$ cat src/rtl/pipeline_pkg.sv
// Shared types and constants for inter-stage pipeline barriers.
// Holds the barrier state encoding, occupancy codes and default stage widths.
package pipeline_pkg;

    typedef enum logic [1:0] {
        EMPTY = 2'd0,
        BUSY  = 2'd1,
        FULL  = 2'd2
    } barrier_state_e;

    localparam logic [1:0] OCC_EMPTY = 2'd0;
    localparam logic [1:0] OCC_ONE   = 2'd1;
    localparam logic [1:0] OCC_TWO   = 2'd2;

    localparam int ID_EX_DATA_WIDTH = 64;
    localparam int ID_EX_CTRL_WIDTH = 3;

    function automatic logic [1:0] occ_of(barrier_state_e st);
        case (st)
            BUSY:    return OCC_ONE;
            FULL:    return OCC_TWO;
            default: return OCC_EMPTY;
        endcase
    endfunction

endpackage

$ cat src/rtl/pipeline_entry_reg.sv
// Purpose: one held pipeline entry (payload + control) with load, clear and control-only clear.
// Latency: loaded value visible the cycle after load_i.
// Backpressure: none; the owner decides when to load.
module pipeline_entry_reg #(
    parameter int DATA_WIDTH = 64,
    parameter int CTRL_WIDTH = 3
) (
    input  logic                  clk,
    input  logic                  clr_i,
    input  logic                  ctrl_clr_i,
    input  logic                  load_i,
    input  logic [DATA_WIDTH-1:0] data_i,
    input  logic [CTRL_WIDTH-1:0] ctrl_i,
    output logic [DATA_WIDTH-1:0] data_o,
    output logic [CTRL_WIDTH-1:0] ctrl_o
);

    logic [DATA_WIDTH-1:0] data_q;
    logic [CTRL_WIDTH-1:0] ctrl_q;

    // A control-only clear blocks any load so a squashed entry keeps its old payload.
    always_ff @(posedge clk) begin
        if (clr_i) begin
            data_q <= '0;
            ctrl_q <= '0;
        end else if (ctrl_clr_i) begin
            ctrl_q <= '0;
        end else if (load_i) begin
            data_q <= data_i;
            ctrl_q <= ctrl_i;
        end
    end

    assign data_o = data_q;
    assign ctrl_o = ctrl_q;

endmodule

$ cat src/rtl/pipeline_skid_barrier.sv
// Purpose: inter-stage register with valid/ready handshake, 2-entry skid, flush and stall counter.
// Latency: 1 cycle in to out; full throughput while outReady=1.
// Backpressure: inReady drops only when both entries are held; it never depends on outReady.
module pipeline_skid_barrier
    import pipeline_pkg::*;
#(
    parameter int DATA_WIDTH  = ID_EX_DATA_WIDTH,
    parameter int CTRL_WIDTH  = ID_EX_CTRL_WIDTH,
    parameter int COUNT_WIDTH = 16,
    parameter int ZERO_BUBBLE = 1
) (
    input  logic                   clk,
    input  logic                   rst_n,
    input  logic                   flush,
    input  logic                   inValid,
    output logic                   inReady,
    input  logic [DATA_WIDTH-1:0]  inData,
    input  logic [CTRL_WIDTH-1:0]  inCtrl,
    output logic                   outValid,
    input  logic                   outReady,
    output logic [DATA_WIDTH-1:0]  outData,
    output logic [CTRL_WIDTH-1:0]  outCtrl,
    output logic [1:0]             occupancy,
    output logic [COUNT_WIDTH-1:0] stallCount
);

    localparam logic [COUNT_WIDTH-1:0] CNT_MAX = '1;

    barrier_state_e state_q, state_d;

    logic                   in_fire, out_fire;
    logic                   main_load, skid_load, main_from_skid;
    logic [DATA_WIDTH-1:0]  main_data, skid_data, main_data_in;
    logic [CTRL_WIDTH-1:0]  main_ctrl, skid_ctrl, main_ctrl_in;
    logic [COUNT_WIDTH-1:0] stall_q, stall_d;

    assign inReady  = rst_n & (state_q != FULL);
    assign outValid = (state_q != EMPTY);
    assign in_fire  = inValid & inReady;
    assign out_fire = outValid & outReady;

    always_comb begin
        state_d        = state_q;
        main_load      = 1'b0;
        skid_load      = 1'b0;
        main_from_skid = 1'b0;
        case (state_q)
            EMPTY: begin
                if (in_fire) begin
                    state_d   = BUSY;
                    main_load = 1'b1;
                end
            end
            BUSY: begin
                if (in_fire && !out_fire) begin
                    state_d   = FULL;
                    skid_load = 1'b1;
                end else if (out_fire && !in_fire) begin
                    state_d = EMPTY;
                end else if (in_fire && out_fire) begin
                    main_load = 1'b1;
                end
            end
            FULL: begin
                if (out_fire) begin
                    state_d        = BUSY;
                    main_load      = 1'b1;
                    main_from_skid = 1'b1;
                end
            end
            default: state_d = EMPTY;
        endcase
        // Squash overrides every transition and drops any same-cycle accept.
        if (flush) begin
            state_d        = EMPTY;
            main_load      = 1'b0;
            skid_load      = 1'b0;
            main_from_skid = 1'b0;
        end
    end

    always_ff @(posedge clk) begin
        if (!rst_n) begin
            state_q <= EMPTY;
        end else begin
            state_q <= state_d;
        end
    end

    assign main_data_in = main_from_skid ? skid_data : inData;
    assign main_ctrl_in = main_from_skid ? skid_ctrl : inCtrl;

    pipeline_entry_reg #(
        .DATA_WIDTH (DATA_WIDTH),
        .CTRL_WIDTH (CTRL_WIDTH)
    ) u_main (
        .clk        (clk),
        .clr_i      (!rst_n),
        .ctrl_clr_i (flush),
        .load_i     (main_load),
        .data_i     (main_data_in),
        .ctrl_i     (main_ctrl_in),
        .data_o     (main_data),
        .ctrl_o     (main_ctrl)
    );

    pipeline_entry_reg #(
        .DATA_WIDTH (DATA_WIDTH),
        .CTRL_WIDTH (CTRL_WIDTH)
    ) u_skid (
        .clk        (clk),
        .clr_i      (!rst_n),
        .ctrl_clr_i (flush),
        .load_i     (skid_load),
        .data_i     (inData),
        .ctrl_i     (inCtrl),
        .data_o     (skid_data),
        .ctrl_o     (skid_ctrl)
    );

    always_comb begin
        stall_d = stall_q;
        if (outValid && !outReady && !flush && (stall_q != CNT_MAX)) begin
            stall_d = stall_q + COUNT_WIDTH'(1);
        end
    end

    always_ff @(posedge clk) begin
        if (!rst_n) begin
            stall_q <= '0;
        end else begin
            stall_q <= stall_d;
        end
    end

    assign outData    = main_data;
    assign outCtrl    = ((ZERO_BUBBLE != 0) && !outValid) ? '0 : main_ctrl;
    assign occupancy  = occ_of(state_q);
    assign stallCount = stall_q;

endmodule

$ cat config.mk
export PLATFORM = sky130hd
export DESIGN_NAME = pipeline_skid_barrier
export DESIGN_NICKNAME = d
export VERILOG_FILES = /design/src/rtl/pipeline_pkg.sv /design/src/rtl/pipeline_entry_reg.sv /design/src/rtl/pipeline_skid_barrier.sv
export SDC_FILE = /design/constraint.sdc
export NUM_CORES = 1
export LEC_CHECK = 0
export CAP_MARGIN = 40
export CELL_PAD_IN_SITES_DETAIL_PLACEMENT = 1
export CELL_PAD_IN_SITES_GLOBAL_PLACEMENT = 2
export CORE_AREA = 4 4 165 167
export DETAILED_ROUTE_END_ITERATION = 16
export DIE_AREA = 0 0 169 171
export PLACE_DENSITY = 0.87
export SLEW_MARGIN = 15
export SYNTH_ARGS = -nofsm -noshare
export SYNTH_HDL_FRONTEND = slang
export SYNTH_HIERARCHICAL = 1
export SYNTH_SLANG_ARGS = --single-unit
$ cat constraint.sdc
create_clock -name clk -period 3.48 [get_ports clk]
set_input_delay 0.696 -clock clk [delete_from_list [all_inputs] [get_ports clk]]
set_output_delay 0.696 -clock clk [all_outputs]
set_load 0.01 [all_outputs]
==> results.yml <==
status:
  status: "complete, no violations"
synth:
  synth_compound_area_frac: 0.145
  synth_area_leaders: "dfxtp_1 (35%), nand4bb_1 (17%), o21ai_2 (12%), nand2b_1 (9.9%), mux2_2 (8.7%)"
  synth_top_area_frac: 0.352
  ys_ff_latch: 152
  dominantRegCellSynth: "dfxtp_1"
  synth-adder-area-share: 0.00434
  synth_edf_count: 0
  synth_top_family_by_area: "simple AND/OR/NAND/NOR gates"
  yosys-mux-area-fraction: 0.103
  synthArstFlopShare: 0
  synthSimpleGateAreaFrac: 0.313
  seq_area_frac_synth: 0.352
  synth_top_area_cell: "dfxtp_1"
  synth_commonest_cells: "dfxtp_1 (152), nand2b_1 (137), nand4bb_1 (128)"
  synth_fp_nets: 883
  synth_xor_area_frac: 0
  yosys.cell_count.top_type: "dfxtp_1"
  syn_avg_cell_area_sq_um: 10.7
  netlist_instances: 808
  ys_types: 48
  yosys_warnings: 6
  netlist_area_sq_um: 8650
cells_and_area:
  diodes: 0
  nFillCells: 2821
  final_cells: 1266
  post-route-util: 0.416
  stdcell_area_sq_um: 10700
  nets: 993
  drive_gt1_frac: 0.260
  area_growth_pct: 24.0
die:
  start_util: 0.336
  fp.coreArea_sq_um: 25800
  boundaryPins: 159
  die_w_microns: 169
  dieArea_sq_um: 28900
  fp.dieH_microns: 171
  row_count: 59
routing:
  ant_nets: 0
  routed_via_density: 5.12
  wirelength_mm: 22.6
  wl_per_cell_microns: 17.8
  drtIter0Drc: 280
  dr.pass1.iters: 4
  drc: 0
  via_count: 6488
power:
  total_power_uw: 4020
  swShare: 0.239
  p_sw_uw: 959
  leakage_uw: 0.00352
  internal-power_uw: 3060
  ir_drop_mv: 0.213
  clock_power_share: 0.462
  power_density_nw_per_um2: 375
  comb_power_share: 0.098
  pwr-share-seq: 0.440
placement:
  place.port_buffers: 158
  dpl_cell_area_sq_um: 10200
  dp_hpwl_mm: 13.6
  place_inst: 1234
  place.gp.congestion: 0.679
timing:
  hold_viol_final: 0
  slew_headroom: 0.275
  period_needed_ns: 2.76
  rsz0062_at_grt: "no"
  tns_ns: 0
  setup_viol: 0
  slew_viol_final: 0
  fmax_mhz: 362
  worstMarginPinSlew_ns: 1.09
  period_share: 0.794
  worst_clock_skew_ns: 0.0118
clocking:
  cts_max_level: 4
  clock_latency_ns: 0.42
  cts_max_path_buffers: 2
  cts_setup_buffers: 0
  cts_inserted_buffers: 17
  cts_resized: 0
  cts.sinks: 152
  cts_tree: "yes"
  cts_root_buffer: "clkbuf_16"
  hold_buffers: 0
  clk_pin_slew_ns: 0.06
global_routing:
  antenna_found_initial: 1
  track_usage: 0.155
  grt_pass1_wl_mm: 36.4
  overflow: 0
  grt_pass1_vias: 6766
  grt_max_degree: 270
critical_path:
  endpoint_kind: "output port"
  crit_path_max_fanout: 7
  cp-start-kind: "input port"
  critPathArrivalTime_ns: 2.07
  setup.worst_path.class: "in -> out"
  cp.required_ns: 2.78
job:
  drv_cap: 0
worst_hold_path:
  hold_class: "reg -> reg"
[worst paths after layout]
check                                       start                 to  slack [ns]  cells after the start
worst min-delay path            u_main/data_o[63]  u_main/data_o[63]        0.47                      2
worst max register to register         state_q[1]   u_skid/ctrl_o[2]        1.11                     10
worst max-delay path                        rst_n            inReady        0.72                      4
worst min register to register  u_main/data_o[63]  u_main/data_o[63]        0.47                      2
[placed cells by master, fill, tap and decap left out, types with 4 or more instances in the layout]
cell	netlist	layout
o21ai_0	4	4
and2_1	4	4
nand4bb_1	128	128
clkbuf_16	0	17
nor3_1	8	8
nand2_1	18	18
nand2b_1	137	137
clkdlybuf4s50_1	0	157
nor2_1	12	9
a21oi_1	7	7
dfxtp_1	152	152
mux2i_1	14	14
buf_12	16	6
clkinv_2	0	5
buf_4	5	9
mux2_2	67	67
o21ai_1	8	8
o21ai_2	120	120
nand3_1	5	5
[layer usage]
layer,vias to the layer above,GRT usage,wire length [microns]
li1,3175,-,-
met1,3199,0.202,10700
met2,102,0.264,10900
met3,10,0.0358,844
met4,2,0.0315,127
met5,-,0,13
[area by class of cell]
type                       count  area, sq um  share of cell area
inverter                       5         23.8             0.00222
sequential                   152         3040               0.284
multi-input combinational    570         4910               0.458
timing repair buffer         172         1760               0.164
clock inverter                12          125              0.0117
tap                          335          419              0.0391
clock buffer                  20          447              0.0416
[state kept, by name, summed over array words and instances, names as in the netlist]
signal,cells
stallCount,16
u_main/ctrl_o,3
state_q,2
u_skid/ctrl_o,3
u_main/data_o,64
u_skid/data_o,64
[power groups by stage]
stage          combinational [uW]  clock, uW  sequential [uW]
6_report                      393       1860             1770
5_1_grt                       423       2010             1770
4_1_cts                       400       1920             1770
3_5_place_dp                  397          0             1810
3_3_place_gp                  394          0             1810
2_1_floorplan                 224          0             1810
[stage by stage]
stage	hold slack (ns)	setup slack (ns)
after global routing	0.490	0.658
after CTS	0.471	0.692
final	0.469	0.717
after floorplan	0.439	0.801
after global placement	0.449	0.502
after detailed placement	0.460	0.453
[critical path: stages]
cell             delay [ns]
clkdlybuf4s50_1        0.68
inv_6                  0.05
nor2_1                 0.10
clkdlybuf4s50_1        0.54
[logic make-up (layout without fill, tap and decap cells)]
logic type / Yosys count / in the layout
multiplexers: 81 / 81
flip-flops: 152 / 152
buffers and inverters: 86 / 209
adder cells (fa/ha/maj): 3 / 3
AND/OR/NAND/NOR: 334 / 334
AO/OA/AOI/OAI: 152 / 152
(Power assumes the default switching activity.)
